File: config.mk
export PLATFORM = sky130hd
export DESIGN_NAME = exec_sequencer
export DESIGN_NICKNAME = d
export VERILOG_FILES = /design/src/rtl/exec_sequencer.sv
export SDC_FILE = /design/constraint.sdc
export NUM_CORES = 1
export LEC_CHECK = 0
export ABC_CLOCK_PERIOD_IN_PS = 1800
export CORE_MARGIN = 5
export CORE_UTILIZATION = 39
export CTS_BUF_LIST = sky130_fd_sc_hd__clkbuf_2
export DETAILED_ROUTE_END_ITERATION = 10
export GPL_TIMING_DRIVEN = 0
export PLACE_DENSITY = 0.86
export SLEW_MARGIN = 5
export SYNTH_ARGS = -nofsm -noshare
export SYNTH_HDL_FRONTEND = slang
export SYNTH_SLANG_ARGS = --single-unit
File: constraint.sdc
create_clock -name clk -period 1.8 [get_ports clk]
set_clock_uncertainty 0.1 [all_clocks]
set_input_delay 0.54 -clock clk [delete_from_list [all_inputs] [get_ports clk]]
set_output_delay 0.54 -clock clk [all_outputs]
set_load 0.02 [all_outputs]
File: src/rtl/exec_sequencer.sv
// rtl/exec_sequencer.sv - multi-cycle ALU/LDI instruction sequencer over an external register file and ALU
// Optional feature macro: EXEC_SEQ_SKIP_DUP_EN (skip the second operand read when rs1 == rs2).
module exec_sequencer (
    input  logic        clk,
    input  logic        rst,
    input  logic [15:0] instr,
    input  logic        instr_valid,
    output logic        instr_ready,
    output logic [2:0]  rf_addr,
    output logic        rf_we,
    output logic [7:0]  rf_wdata,
    input  logic [7:0]  rf_rdata,
    output logic [7:0]  alu_opcode,
    output logic [7:0]  alu_a,
    output logic [7:0]  alu_b,
    input  logic [7:0]  alu_out,
    input  logic [7:0]  alu_flags,
    output logic [7:0]  eflags,
    output logic [7:0]  pc,
    output logic        done,
    output logic        illegal,
    output logic        busy
);

    localparam logic [1:0] CLS_ALU = 2'b00;
    localparam logic [1:0] CLS_LDI = 2'b01;

    typedef enum logic [2:0] {
        S_IDLE,
        S_RD_OP1,
        S_RD_OP2,
        S_EXEC,
        S_WB,
        S_ERR
    } state_t;

    state_t      state;
    state_t      state_n;
    logic [15:0] ir;
    logic [7:0]  op1;
    logic [7:0]  op2;
    logic [7:0]  result;
    logic        accept;
    logic        skip_dup;

    logic [2:0]  ir_rd;
    logic [2:0]  ir_rs1;
    logic [2:0]  ir_rs2;
    logic [4:0]  ir_op;
    logic        unused_ir_cls;

    assign ir_rd         = ir[13:11];
    assign ir_rs1        = ir[10:8];
    assign ir_rs2        = ir[7:5];
    assign ir_op         = ir[4:0];
    // Class is decoded from instr at accept time; the latched copy is kept whole but not re-read.
    assign unused_ir_cls = ^ir[15:14];

    assign accept = instr_valid && (state == S_IDLE);

`ifdef EXEC_SEQ_SKIP_DUP_EN
    assign skip_dup = (ir_rs1 == ir_rs2);
`else
    assign skip_dup = 1'b0;
`endif

    always_ff @(posedge clk) begin
        if (rst) begin
            state  <= S_IDLE;
            ir     <= 16'h0000;
            pc     <= 8'h00;
            op1    <= 8'h00;
            op2    <= 8'h00;
            result <= 8'h00;
            eflags <= 8'h00;
        end else begin
            state <= state_n;
            if (accept) begin
                ir <= instr;
                pc <= pc + 8'd1;
                if (instr[15:14] == CLS_LDI) begin
                    result <= instr[7:0];
                end
            end
            case (state)
                S_RD_OP1: begin
                    op1 <= rf_rdata;
                    if (skip_dup) begin
                        op2 <= rf_rdata;
                    end
                end
                S_RD_OP2: op2 <= rf_rdata;
                S_EXEC: begin
                    result <= alu_out;
                    eflags <= alu_flags;
                end
                default: ;
            endcase
        end
    end

    always_comb begin
        state_n = state;
        case (state)
            S_IDLE: begin
                if (instr_valid) begin
                    case (instr[15:14])
                        CLS_ALU: state_n = S_RD_OP1;
                        CLS_LDI: state_n = S_WB;
                        default: state_n = S_ERR;
                    endcase
                end
            end
            S_RD_OP1: state_n = skip_dup ? S_EXEC : S_RD_OP2;
            S_RD_OP2: state_n = S_EXEC;
            S_EXEC:   state_n = S_WB;
            S_WB:     state_n = S_IDLE;
            S_ERR:    state_n = S_IDLE;
            default:  state_n = S_IDLE;
        endcase
    end

    // Outputs depend only on state and registers, never on instr/instr_valid.
    always_comb begin
        instr_ready = 1'b0;
        busy        = 1'b1;
        rf_addr     = 3'd0;
        rf_we       = 1'b0;
        done        = 1'b0;
        illegal     = 1'b0;
        case (state)
            S_IDLE: begin
                instr_ready = 1'b1;
                busy        = 1'b0;
            end
            S_RD_OP1: rf_addr = ir_rs1;
            S_RD_OP2: rf_addr = ir_rs2;
            S_WB: begin
                rf_addr = ir_rd;
                rf_we   = 1'b1;
                done    = 1'b1;
            end
            S_ERR: illegal = 1'b1;
            default: ;
        endcase
    end

    assign rf_wdata   = result;
    assign alu_a      = op1;
    assign alu_b      = op2;
    assign alu_opcode = {3'b000, ir_op};

endmodule

==> results of run 1 <==
==> repair_timing <==
action	CTS	global route
pin swaps	5	12
setup endpoints to repair	90	72
cloned	0	1
buffers inserted	8	10
gates resized for setup	239	68
==> cell families (layout without fill, tap and decap cells) <==
logic type,after synthesis,in the layout,share of synthesized area
simple gates,105,105,0.2058
compound gates,58,58,0.1526
flops,57,57,0.4901
buf+inv,32,158,0.06717
mux,17,17,0.07361
fa+ha+maj,1,1,0.005373
other cells,1,3,0.001610
xor+xnor,1,1,0.003762
==> metrics by stage <==
| step | cells | setup slack (ns) | setup TNS (ns) | hold WS (ns) | power, µW |
|---|---|---|---|---|---|
| 2_1_floorplan | 274 | -0.09643 | -0.5178 | 0.3360 | 1734 |
| 3_3_place_gp | 444 | -0.6954 | -32.92 | 0.3423 | 2015 |
| 3_5_place_dp | 444 | -0.7726 | -35.02 | 0.3471 | 2029 |
| 4_1_cts | 468 | -0.4255 | -5.341 | 0.3672 | 2716 |
| 5_1_grt | 475 | -0.5263 | -7.254 | 0.3201 | 2913 |
| 6_report | 475 | -0.4225 | -4.919 | 0.3398 | 2776 |
==> worst paths after layout <==
kind	from	to	slack, ns
setup / recovery	state[0]	rf_addr[2]	-0.42
hold / removal	instr_valid	state[0]	0.34
setup reg to reg	state[1]	pc[5]	-0.23
hold reg to reg	ir[0]	ir[0]	0.37
==> final cells by class <==
cell class	instances	share of cell area
sequential	57	0.2977
multi-input combinational	185	0.3250
timing repair buffer	112	0.2639
clock buffer	11	0.01379
tap	75	0.02350
buffer	28	0.06863
inverter	2	0.001880
clock inverter	5	0.005641
==> sequential cells by signal (all words and copies together) (netlist names) <==
name      count
alu_b         8
pc            8
alu_a         8
state         3
rf_wdata      8
ir           14
eflags        8
==> cell usage after synthesis <==
cell type,instances
clkbuf_1,17
nand2b_1,1
or4_1,2
nor3_1,2
nand2_1,52
inv_1,2
o32ai_1,8
o31ai_1,2
conb_1,1
buf_1,2
mux2i_1,16
xnor2_1,1
ha_1,1
a22oi_1,3
a211oi_1,9
buf_4,9
nor2b_1,3
o21ai_0,7
or4b_1,1
dfxtp_1,57
and3b_1,2
nand3b_1,1
or2_1,1
a21oi_1,29
nor4_1,2
mux2_1,1
or3_1,3
nor3b_1,4
nor2_1,27
nand3_1,3
buf_2,2
nor4b_2,1
==> power breakdown <==
| group | internal (µW) | switching, µW |
|---|---|---|
| combinational | 381 | 374 |
| clock | 178 | 462 |
| sequential | 1330 | 48.9 |
| total | 1890 | 885 |
==> worst max-delay path, delay by kind of cell (launching register included) <==
kind	cells	cell delay, ns
DFF	1	0.38
and+or+nand+nor	1	0.21
AOI/OAI and AO/OA	2	0.26
buffers and inverters	2	0.27
==> layer usage <==
| metal | routed length, µm | global-route usage | vias up |
|---|---|---|---|
| li1 | - | - | 1175 |
| met1 | 3069 | 0.2295 | 1155 |
| met2 | 4080 | 0.3205 | 90 |
| met3 | 485 | 0.04636 | 19 |
| met4 | 227 | 0.1130 | 0 |
| met5 | 0 | 0 | - |
==> flow_summary.yaml, run 1 <==
cts:
  clk_latency_ns: 0.48
  clock-sinks: 57
  clockBufferDepth: 2
  ctsHoldBuffers: 0
  cts-root-buf: "clkbuf_2"
  cts_buffers: 9
  cts_tree: "done"
  cts_max_level: 3
  clkTransAtPathRegs_ns: 0.14
detailed_routing:
  ant_nets: 0
  drc: 0
  drtIter0Drc: 146
  via_per_inst: 5.135
  dr.pass1.iters: 4
  vias: 2439
  drt-total-wl_um: 7863
  wl_per_cell_um: 16.55
finish:
  multi_input_area_um2: 1297
  layout.cells.most_common: "nand2_1"
  layout.nets: 439
  layout_common_cells: "51 x nand2_1, 41 x clkdlybuf4s50_1, 33 x dfxtp_1, 27 x nor2_1, 27 x clkdlybuf4s15_2"
  n_antenna_cell: 0
  regArea_um2: 1189
  fillers: 418
  design_area_um2: 3993
  drive_gt1_frac: 0.4275
  area_growth_pct: 71.47
  fin_util: 0.6824
die:
  core_area_um2: 5851
  start_util: 0.3980
  die_y_um: 87.27
  die_area_um2: 7616
  std_cell_rows: 28
  die_w_um: 87.27
  ios: 99
sta:
  worstMarginPinSlew_ns: 0.6969
  finalWorstSetupSlack_ns: -0.4225
  fin_crit_sh: 1.235
  fin_crit_ns: 2.222
  fmax_ghz: 0.4500
  relSlewSlack: 0.5354
  setup_viol: 32
  hold_viol_final: 0
  slew_violations: 0
  rsz0062_at_grt: "yes"
logic_synthesis:
  syn_avg_cell_area_um2: 8.561
  synth_top_cell_by_area: "dfxtp_1"
  ys_seq_elements: 57
  yosysUniqueCellTypes: 32
  synth.yosys.seq_area_share: 0.4901
  synth_top_area_share: 0.4901
  synth_area_um2: 2328
  synthTopCellsByArea: "dfxtp_1 49%, nand2_1 8.4%, mux2i_1 6.9%, a21oi_1 6.2%, nor2_1 4.4%"
  syn_inst: 272
  yosysWarnings: 0
setup_path:
  cp_cell_sequence: "clkbuf_16 > nor2b_4 > a22oi_2 > o21ai_2 > buf_6"
  required_ns: 1.16
  slowest_stage: "dfxtp_4"
  path_max_fanout: 4
  cpPeakStageDelay_ns: 0.38
  cp-end-kind: "output pin"
  reg2reg_depth: 5
  worstSetupPathType: "reg -> out"
  cp.arrival_ns: 1.58
  critPathLaunchType: "register"
power:
  power_density_nw_per_um2: 695.3
  power.leakage_uw: 0.001535
  irDropWorstVdd_mv: 0.4585
grt:
  grt_use_total: 0.1947
  grt_pass1_wl_um: 11520
  grt_pass1_vias: 2418
  grt_overflow: 0
  grt_max_degree: 11
  antenna_found_initial: 0
worst_hold_path:
  hold_class: "in -> reg"
  hold_depth: 3
place:
  io_buffers: 95
  place_area_um2: 3448
  place_congestion: 0.7880
  hpwl_um: 5125
outcome:
  violations: "setup timing"
  outcome: "finished, violations left"
run:
  cap_viol_max_count: 0
Note: power is estimated with default switching activity, not from simulation.
==> run 2, diff against run 1 <==
HOLD_SLACK_MARGIN = 0.02   (was default)
SKIP_CTS_REPAIR_TIMING = 1   (was default)
==> flow_summary.yaml, run 2 (synthesized netlist as in run 1, its figures left out) <==
finish:
  largest_register_ffs: 14
  largest-register: "ir"
  design_area_um2: 3979
  layout_common_cells: "49 x nand2_1, 46 x dfxtp_1, 42 x clkdlybuf4s50_1, 32 x clkbuf_2, 28 x dlymetal6s2s_1"
  drive_gt1_frac: 0.3182
  n_antenna_cell: 0
  area_growth_pct: 70.88
  layout.nets: 435
  layout.cells.most_common: "nand2_1"
worst_hold_path:
  hold_class: "reg -> reg"
  hp-start: "ir[0]"
cts:
  cts_buffers: 9
  cts-root-buf: "clkbuf_2"
  cts_max_level: 3
  clockBufferDepth: 2
  clkTransAtPathRegs_ns: 0.16
  clk_latency_ns: 0.48
  clock-sinks: 57
  cts_tree: "done"
sta:
  rsz0062_at_grt: "yes"
  whs_ns: 0.3640
  fmax_ghz: 0.4399
  relSlewSlack: 0.5032
  hold_viol_final: 0
  finalWorstSetupSlack_ns: -0.4731
  slew_violations: 0
  fin_crit_ns: 2.273
  setup_viol: 33
  fin_crit_sh: 1.263
  worstMarginPinSlew_ns: 0.7453
detailed_routing:
  dr.pass1.iters: 4
  wl_per_cell_um: 17.14
  wl_met2_um: 4157
  top_layer: "met4"
  via_per_inst: 5.268
  wl_met3_um: 607
  vias: 2481
  drt-total-wl_um: 8073
  drc: 0
  wl_met1_um: 3123
  drtIter0Drc: 177
  ant_nets: 0
die:
  core_area_um2: 5851
  die_area_um2: 7616
  die_w_um: 87.27
  ios: 99
  die_y_um: 87.27
  std_cell_rows: 28
  start_util: 0.3980
outcome:
  outcome: "finished, violations left"
  violations: "setup timing"
grt:
  grt_use_total: 0.1802
  grt_max_degree: 11
  grt_pass1_wl_um: 10700
  antenna_found_initial: 0
  grt_overflow: 0
  grt_pass1_vias: 2254
setup_path:
  cp-end-kind: "output pin"
  path_max_fanout: 10
  rrSetupSlack_ns: -0.29
  worstSetupPathType: "reg -> out"
  startpoint: "state[0]"
  r2r_start: "state[2]"
  required_ns: 1.16
  critPathLaunchType: "register"
  cp.arrival_ns: 1.63
power:
  clockPowerShare: 0.229
  p_sw_uw: 903.0
  power.leakage_uw: 0.001979
  seq_power_share: 0.491
  p_int_uw: 1908
  irDropWorstVdd_mv: 0.4556
  combPwrFrac: 0.280
  power_density_nw_per_um2: 706.6
  p_sw_frac: 0.3212
  finalPower_uw: 2811
place:
  place_congestion: 0.7880
  io_buffers: 95
  place_area_um2: 3448
  hpwl_um: 5125
run:
  cap_viol_max_count: 0
-- run 2: area by class of cell --
cell class / instances / area, µm²
Buffer: 29 / 245.2
Clock buffer: 11 / 55.05
Clock inverter: 5 / 22.52
Fill cell: 422 / 1872
Inverter: 2 / 7.507
Multi-Input combinational cell: 185 / 1308
Sequential cell: 57 / 1162
Tap cell: 75 / 93.84
Timing Repair Buffer: 107 / 1085
-- run 2: final timing paths --
| kind | to | depth (start not counted) |
|---|---|---|
| min reg2reg | ir[0] | 2 |
| max reg2reg | pc[7] | 6 |
| min | ir[0] | 2 |
| max | rf_addr[0] | 6 |
-- run 2: power groups by stage --
stage	clock network, µW	registers [µW]	logic [µW]
6_report	644	1380	786
5_1_grt	712	1390	831
3_3_place_gp	0	1400	613
4_1_cts	647	1380	627
3_5_place_dp	0	1410	623
2_1_floorplan	0	1440	290
-- run 2: through the flow --
step,setup TNS [ns],cells,setup WS (ns),utilization
finish,-7.994,471,-0.4731,0.6801
global route,-9.710,471,-0.5338,0.6801
CTS,-28.97,460,-1.193,0.6027
detailed placement,-35.02,444,-0.7726,0.5894
global placement,-32.92,444,-0.6954,0.5894
floorplan,-0.5178,274,-0.09643,-
-- run 2: layer usage --
| layer | global-route usage | vias to the layer above |
|---|---|---|
| met4 | 0.08926 | 0 |
| met3 | 0.05582 | 20 |
| met2 | 0.2849 | 104 |
| met1 | 0.2209 | 1191 |
| li1 | - | 1166 |
| met5 | 0 | - |
-- run 2: worst max-delay path: stages, from the launching register on --
cell and delay, ns:
dfxtp_4 0.38, buf_6 0.14, nor3b_4 0.24, buf_6 0.14, nand2_1 0.06, o21ai_2 0.06
buf_6 0.13
